--- config.mk ---
export PLATFORM = sky130hd
export DESIGN_NAME = my_adder_result_display
export DESIGN_NICKNAME = d
export VERILOG_FILES = /design/src/rtl/my_adder_result_display.sv
export SDC_FILE = /design/constraint.sdc
export NUM_CORES = 1
export LEC_CHECK = 0
export BUFFER_PORTS_ARGS = -buffer_cell sky130_fd_sc_hd__buf_2
export CORE_MARGIN = 2
export CORE_UTILIZATION = 50
export CTS_CLUSTER_DIAMETER = 80
export DETAILED_ROUTE_END_ITERATION = 7
export HOLD_SLACK_MARGIN = 0.03
export PLACE_DENSITY = 0.71
export SLEW_MARGIN = 25
export SYNTH_ARGS = -nofsm -noshare
export SYNTH_HDL_FRONTEND = slang
export SYNTH_SLANG_ARGS = --single-unit
export TNS_END_PERCENT = 1
--- constraint.sdc ---
create_clock -name CLOCK -period 1.66 [get_ports CLOCK]
set_input_delay 0.083 -clock CLOCK [delete_from_list [all_inputs] [get_ports CLOCK]]
set_output_delay 0.083 -clock CLOCK [all_outputs]
set_load 0.02 [all_outputs]
--- src/rtl/my_adder_result_display.sv ---
// Snapshot viewer and checker for the board's 2-bit full adder.
// A debounced LOAD press captures A, B, CIN and {COUT,S}. It also checks the
// captured sum against a golden A+B+CIN. The snapshot is scanned across a
// 4-digit multiplexed seven-segment display.
//
// Ports:
//   CLOCK    : system clock, rising edge
//   RESETN   : asynchronous active-low reset
//   A, B     : adder operands (2 bit)
//   CIN      : adder carry-in
//   S, COUT  : adder result under test
//   LOAD     : raw, bouncy, asynchronous push-button
//   AN       : digit anodes, active-low, AN[0] = rightmost
//   SEG      : segments g..a, active-low
//   DP       : decimal point, active-low; marks a checker error on digit 0
//   CAPTURED : a snapshot has been taken since reset
//   ERR      : captured result differs from A+B+CIN
module my_adder_result_display #(
  parameter int unsigned DEBOUNCE_CYCLES = 500000,
  parameter int unsigned REFRESH_BITS    = 18
) (
  input  logic       CLOCK,
  input  logic       RESETN,
  input  logic [1:0] A,
  input  logic [1:0] B,
  input  logic       CIN,
  input  logic [1:0] S,
  input  logic       COUT,
  input  logic       LOAD,
  output logic [3:0] AN,
  output logic [6:0] SEG,
  output logic       DP,
  output logic       CAPTURED,
  output logic       ERR
);

  localparam int unsigned CNT_W = (DEBOUNCE_CYCLES > 1) ? $clog2(DEBOUNCE_CYCLES) : 1;
  localparam logic [CNT_W-1:0] CNT_LAST = CNT_W'(DEBOUNCE_CYCLES - 1);

  logic                    ld_meta_q, ld_sync_q;
  logic [CNT_W-1:0]        db_cnt_q, db_cnt_d;
  logic                    ld_db_q, ld_db_d;
  logic                    ld_db_dly_q;
  logic                    press_c;
  logic [REFRESH_BITS-1:0] ref_cnt_q, ref_cnt_d;
  logic [1:0]              sel_c;
  logic [2:0]              digit_c;
  logic [1:0]              snap_a_q, snap_a_d, snap_b_q, snap_b_d;
  logic                    snap_cin_q, snap_cin_d;
  logic [2:0]              snap_sum_q, snap_sum_d;
  logic                    captured_q, captured_d;
  logic                    err_q, err_d;
  logic [3:0]              an_q, an_d;
  logic [6:0]              seg_q, seg_d;
  logic                    dp_q, dp_d;

  // Active-low gfedcba pattern for the values 0..7.
  function automatic logic [6:0] seg_decode(input logic [2:0] v);
    case (v)
      3'd0:    seg_decode = 7'b1000000;
      3'd1:    seg_decode = 7'b1111001;
      3'd2:    seg_decode = 7'b0100100;
      3'd3:    seg_decode = 7'b0110000;
      3'd4:    seg_decode = 7'b0011001;
      3'd5:    seg_decode = 7'b0010010;
      3'd6:    seg_decode = 7'b0000010;
      default: seg_decode = 7'b1111000;
    endcase
  endfunction

  assign press_c = ld_db_q & ~ld_db_dly_q;
  assign sel_c   = ref_cnt_q[REFRESH_BITS-1 -: 2];

  // Digit value selected by the scan position.
  always_comb begin
    digit_c = snap_sum_q;
    case (sel_c)
      2'd0:    digit_c = snap_sum_q;
      2'd1:    digit_c = {2'b00, snap_cin_q};
      2'd2:    digit_c = {1'b0, snap_b_q};
      default: digit_c = {1'b0, snap_a_q};
    endcase
  end

  // Next-state logic: debouncer, capture/check, refresh counter, display.
  always_comb begin
    db_cnt_d   = db_cnt_q;
    ld_db_d    = ld_db_q;
    ref_cnt_d  = ref_cnt_q + REFRESH_BITS'(1);
    snap_a_d   = snap_a_q;
    snap_b_d   = snap_b_q;
    snap_cin_d = snap_cin_q;
    snap_sum_d = snap_sum_q;
    captured_d = captured_q;
    err_d      = err_q;
    an_d       = 4'b1111;
    seg_d      = 7'b1111111;
    dp_d       = 1'b1;

    // The level only flips after DEBOUNCE_CYCLES consecutive disagreeing cycles.
    if (ld_sync_q == ld_db_q) begin
      db_cnt_d = '0;
    end else if (db_cnt_q == CNT_LAST) begin
      ld_db_d  = ~ld_db_q;
      db_cnt_d = '0;
    end else begin
      db_cnt_d = db_cnt_q + CNT_W'(1);
    end

    if (press_c) begin
      snap_a_d   = A;
      snap_b_d   = B;
      snap_cin_d = CIN;
      snap_sum_d = {COUT, S};
      captured_d = 1'b1;
      err_d      = ({COUT, S} != (3'(A) + 3'(B) + 3'(CIN)));
    end

    // Anode and segments come from one register stage so they switch together.
    if (captured_q) begin
      an_d  = ~(4'b0001 << sel_c);
      seg_d = seg_decode(digit_c);
      dp_d  = ~((sel_c == 2'd0) && err_q);
    end
  end

  always_ff @(posedge CLOCK or negedge RESETN) begin
    if (!RESETN) begin
      ld_meta_q   <= 1'b0;
      ld_sync_q   <= 1'b0;
      db_cnt_q    <= '0;
      ld_db_q     <= 1'b0;
      ld_db_dly_q <= 1'b0;
      ref_cnt_q   <= '0;
      snap_a_q    <= '0;
      snap_b_q    <= '0;
      snap_cin_q  <= 1'b0;
      snap_sum_q  <= '0;
      captured_q  <= 1'b0;
      err_q       <= 1'b0;
      an_q        <= 4'b1111;
      seg_q       <= 7'b1111111;
      dp_q        <= 1'b1;
    end else begin
      ld_meta_q   <= LOAD;
      ld_sync_q   <= ld_meta_q;
      db_cnt_q    <= db_cnt_d;
      ld_db_q     <= ld_db_d;
      ld_db_dly_q <= ld_db_q;
      ref_cnt_q   <= ref_cnt_d;
      snap_a_q    <= snap_a_d;
      snap_b_q    <= snap_b_d;
      snap_cin_q  <= snap_cin_d;
      snap_sum_q  <= snap_sum_d;
      captured_q  <= captured_d;
      err_q       <= err_d;
      an_q        <= an_d;
      seg_q       <= seg_d;
      dp_q        <= dp_d;
    end
  end

  assign AN       = an_q;
  assign SEG      = seg_q;
  assign DP       = dp_q;
  assign CAPTURED = captured_q;
  assign ERR      = err_q;

endmodule

Word-level counts from Yosys, hierarchy flattened. Cells that the tools add are included. W data, S select, Z words.

Bits of input ports: 11. Word-level logic and storage cells: 48. Output and inout bits: 14. Register bits: 63.

Bitwise operators: 6. Shifts and indexed selects: 1. Multiplexer cells: 7. Reduce and logical (&&, ||, !) cells: 4. Add/sub/neg operators: 4. Equality and inequality tests: 11.

Operator list (count): $pmux W7 S7 (1); $mux W19 (2); $add A19 B1 Y19 const B (1); $eq A19 B19 Y1 const B (1); $add A18 B1 Y18 const B (1); $eq A3 B3 Y1 const B (3); $pmux W3 S3 (1); $mux W7 (1); $eq A3 B2 Y1 const B (2); $mux W4 (1); $not A1 Y1 (4); $not A4 Y4 (1); $shl A1 B2 Y4 const A (1); $add A2 B2 Y3 (1); $add A3 B1 Y3 (1); $eq A3 B1 Y1 const B (1); $logic_not A3 Y1 (1); $ne A3 B3 Y1 (1); $eq A2 B1 Y1 const B (1); $eq A2 B2 Y1 const B (1); $logic_not A2 Y1 (1); $reduce_and A2 Y1 (1); $and A1 B1 Y1 (1); $eq A1 B1 Y1 (1); other kinds (2) (2).

Logic depth before layout (Yosys ltp).
Depth in word-level cells: 5. Depth in mapped cells: 6. Mapped depth without buffers: 6.

Worst setup path after synthesis. OpenSTA, ideal clock, no wires.

Path type: reg-to-reg. From: register db_cnt_q[0]. To: register db_cnt_q[18]. Library setup time: 78 ps. Data arrival time: 1502 ps. Setup slack: 81 ps. Stages on the path, launching flop included: 7. Data required time: 1582 ps. Path buffers: 1. Clock period less this slack: 1579 ps. Cells stage by stage: dfrtp_1 ha_1 and4_1 buf_4 nand3_1 or4_1 a21oi_1.

Cells in the longest elaborated chain, start to end: 3. Elaborated cells on any way between the ends: 4. Classes of those cells: add/sub: 1; eq/ne: 1; mux: 2.

RTL lines: from (decl) (RTL line 41) `logic [CNT_W-1:0] db_cnt_q, db_cnt_d;`; from (signal assigned) (RTL line 147) `db_cnt_q <= db_cnt_d;`; $add A19 B1 Y19 / $eq A19 B19 Y1 (equally long branches) (RTL line 107, 103); $mux W19 (*) (RTL line 103) `end else if (db_cnt_q == CNT_LAST) begin`; $mux W19 (*) (RTL line 101) `if (ld_sync_q == ld_db_q) begin`; net db_cnt_d[18] (RTL line 41).

The timed path passes the listed nets; every way through them passes the cells marked *. A chain may end at the register's enable or synchronous reset.

Final worst setup path.
From: register db_cnt_q[5]. To: register ld_db_q.

Cells in the longest elaborated chain, start to end: 2.

RTL lines: $eq A19 B19 Y1 (RTL line 103); $reduce_and A2 Y1 (no line); to (signal assigned) (RTL line 148) `ld_db_q <= ld_db_d;`; to (decl) (RTL line 42) `logic ld_db_q, ld_db_d;`.

No other way between the ends.

==> run summary <==
outcome = finished clean
clk buf depth = 2
Skew-Pair Late Insertion Delay = 0.34 ns
Top delay family on crit path = simple AND/OR/NAND/NOR gates
largest net degree at the start of global routing = 47
Crit. End Element = flip-flop
FF-to-FF End = ld_db_q
I/O pins = 25
ratio of cells with drive above 1 in the final layout = 0.313
I/O Buffers = 24
library cells used by synthesis = 44
vias in the first global route = 1953
Area contributors post-synth = dfrtp_1 (45%), dfstp_2 (11%), xnor2_1 (6.2%)
# nets final = 320
Post-synth ARST share = 1.00
min Tclk post-route = 1.60 ns
Crit path depth = 4
CP Max Fanout = 6
Die Y = 79.2 µm
antenna viol nets, final = 0
Worst Skew = 0.00598 ns
starting density of the core = 0.517
Root Buffer = clkbuf_8
wire per inst = 13.6 µm
R2R Setup Slk = 0.06 ns
vias per cell = 5.23
Yosys top cell by area = dfrtp_1
RD Place Congestion = 0.760
xor and xnor area share after synthesis = 0.105
max cap viols = 0
r2r startpoint = db_cnt_q[5]
Main synth FF type = dfrtp_1
CTS tree = built
sequential fraction of the synthesis area = 0.562
Slowest cell on crit path = dfrtp_1
post-route setup slack = 0.0601 ns
Setup Fix Bufs, Post-CTS = 0
upper clock frequency limit = 625 MHz
Final TNS setup = 0 ns
Final Cycle Share = 0.964
initial antenna violation count = 0
Total GRT Usage = 0.191
Rows = 27
Die Wd = 79.2 µm
core area = 5470 µm²
total global routing overflow = 0
Hold Vio Cnt, Final = 0
measured slew at the worst slew-check pin = 0.428 ns
Worst EP required = 1.88 ns
P per Cell Area = 913 nW/µm²
Post-synth EDFFs = 0
Arr. time, crit path = 1.82 ns
P&R area growth vs syn = 25.5%
static leakage = 1.55 nW
Die Footprint = 6280 µm²
Pre-antenna DRT Iters = 4
Synth Area in Compound Gates = 0.0429
post-synth top area share = 0.451
crit path cell chain = nor4bb_2 -> nand4b_1 -> nor2_1 -> mux2_2
first-pass GRT wire length = 9020 µm
Synth Area in Simple Gates = 0.192
Slew Limit Fails = 0
syn_nets = 261
CTS clock-pin slew for the worst setup and hold paths = 0.07 ns
pre-CTS WS = -0.0878 ns
DRC viols = 0
overall power = 3.24 mW
Finish-stage setup viols = 0
buffers plus inverters on the worst setup path = 0
Syn Area/Cell = 11.5 µm²
cell area after synthesis = 2830 µm²
worst vdd rail ir drop = 0.000645 V
DRT Wirelength = 5200 µm
initial detailed-routing violation count = 79
via count = 1996
RSZ-0062 raised after global routing = yes
Slew HR = 0.712
Setup crit end = ld_db_q
CTS buffer count = 9
critical setup path kind = reg2reg
Yosys reg bits = 63
worst reg-to-reg path cell count = 4
Hold Crit Class = in2async
diodes inserted = 0
clk sinks = 63
adder-cell share of the synthesized area = 0.0230
Core Util, Final = 0.649
largest family of logic cells by synthesized area = simple AND/OR/NAND/NOR gates
yosys warns = 0
mux cell area share after synthesis = 0.0508
H-tree Lvls = 3
DP Cell Count = 356
crit path from = db_cnt_q[5]
critical path's largest stage delay = 0.44 ns
Worst Setup Start Kind = flip-flop
Post-Synthesis Cells = 246
Detailed Place HPWL = 3450 µm
final std cells w/o fill = 382
placed cells by master (no fill, tap or decap), drive strengths merged, types with 6 or more instances in the layout:
master,count
dfrtp,51
buf,44
nor2,22
xnor2,20
nand2,17
nand3,16
xor2,14
dfstp,12
inv,10
dlygate4sd3,10
clkbuf,10
mux2,9
nand4,8
o21ai,8
a21oi,6
worst min path at each step:
stage | from | endpoint | slack, ns | depth (start not counted)
3_3_place_gp | RESETN | ref_cnt_q[2] | 0.03 | 1
2_1_floorplan | RESETN | CAPTURED | -0.21 | 0
4_1_cts | RESETN | ref_cnt_q[6] | 0.20 | 2
6_report | RESETN | ref_cnt_q[6] | 0.20 | 2
5_1_grt | RESETN | ref_cnt_q[1] | 0.23 | 2
3_5_place_dp | RESETN | ref_cnt_q[2] | 0.04 | 1
metal layers:
metal  track usage  share of wire  up-vias
li1              -              -      969
met2         0.301           0.50       27
met3        0.0716          0.036        9
met4        0.0569          0.016        0
met5             0              0        -
met1         0.247           0.45      991
flip-flops by register name (all words and copies together), names as in the netlist, 2 cells and up:
signal / flops
snap_b_q: 2
snap_sum_q: 3
AN: 4
SEG: 7
ref_cnt_q: 18
snap_a_q: 2
db_cnt_q: 19
synthesized netlist by cell type (2+ instances only):
cell / number
o21ai_0: 7
and2_1: 2
and4_1: 3
xnor2_1: 20
a21oi_1: 6
nor2_1: 22
xor2_1: 14
o31ai_1: 2
or3_1: 4
nand4_1: 8
nor4_1: 2
dfrtp_1: 51
fa_1: 2
nand3b_1: 4
or2_2: 3
nand3_1: 15
inv_1: 10
buf_2: 3
nand2_1: 17
ha_1: 2
dfstp_2: 12
nor4b_1: 2
mux2i_1: 2
mux2_2: 9
nor3_1: 5
layout make-up:
type | count | area [µm²]
clock buffer | 10 | 128
clock inverter | 6 | 109
fill | 426 | 1920
inverter | 10 | 37.5
multi-input combinational | 167 | 1200
sequential | 63 | 1590
tap | 72 | 90.1
timing repair buffer | 54 | 395
metrics by stage:
| step | hold WS [ns] | area (µm²) |
|---|---|---|
| after detailed placement | 0.0378 | 3190 |
| after floorplan | -0.213 | 2830 |
| final | 0.202 | 3550 |
| after global routing | 0.234 | 3550 |
| after CTS | 0.203 | 3520 |
| after global placement | 0.0339 | 3190 |
logic make-up after synthesis:
group	count (synthesis)
XOR/XNOR	34
buffers and inverters	16
AND/OR/NAND/NOR	97
AO/OA/AOI/OAI	20
adder cells (fa/ha/maj)	4
multiplexers	12
flip-flops	63
where the power goes:
part / leakage, nW / switching (mW) / internal [mW]
Combinational: 0.618 / 0.0709 / 0.0581
Clock: 0.120 / 0.566 / 0.994
Sequential: 0.811 / 0.00844 / 1.55
what timing repair did:
action / in CTS / in global routing
setup endpoints to repair: 0 / 8
endpoints found under the hold margin: 26 / 0
hold buffers: 10 / 0
gates resized for setup: 0 / 7
Power figures use the tool's default switching activity.
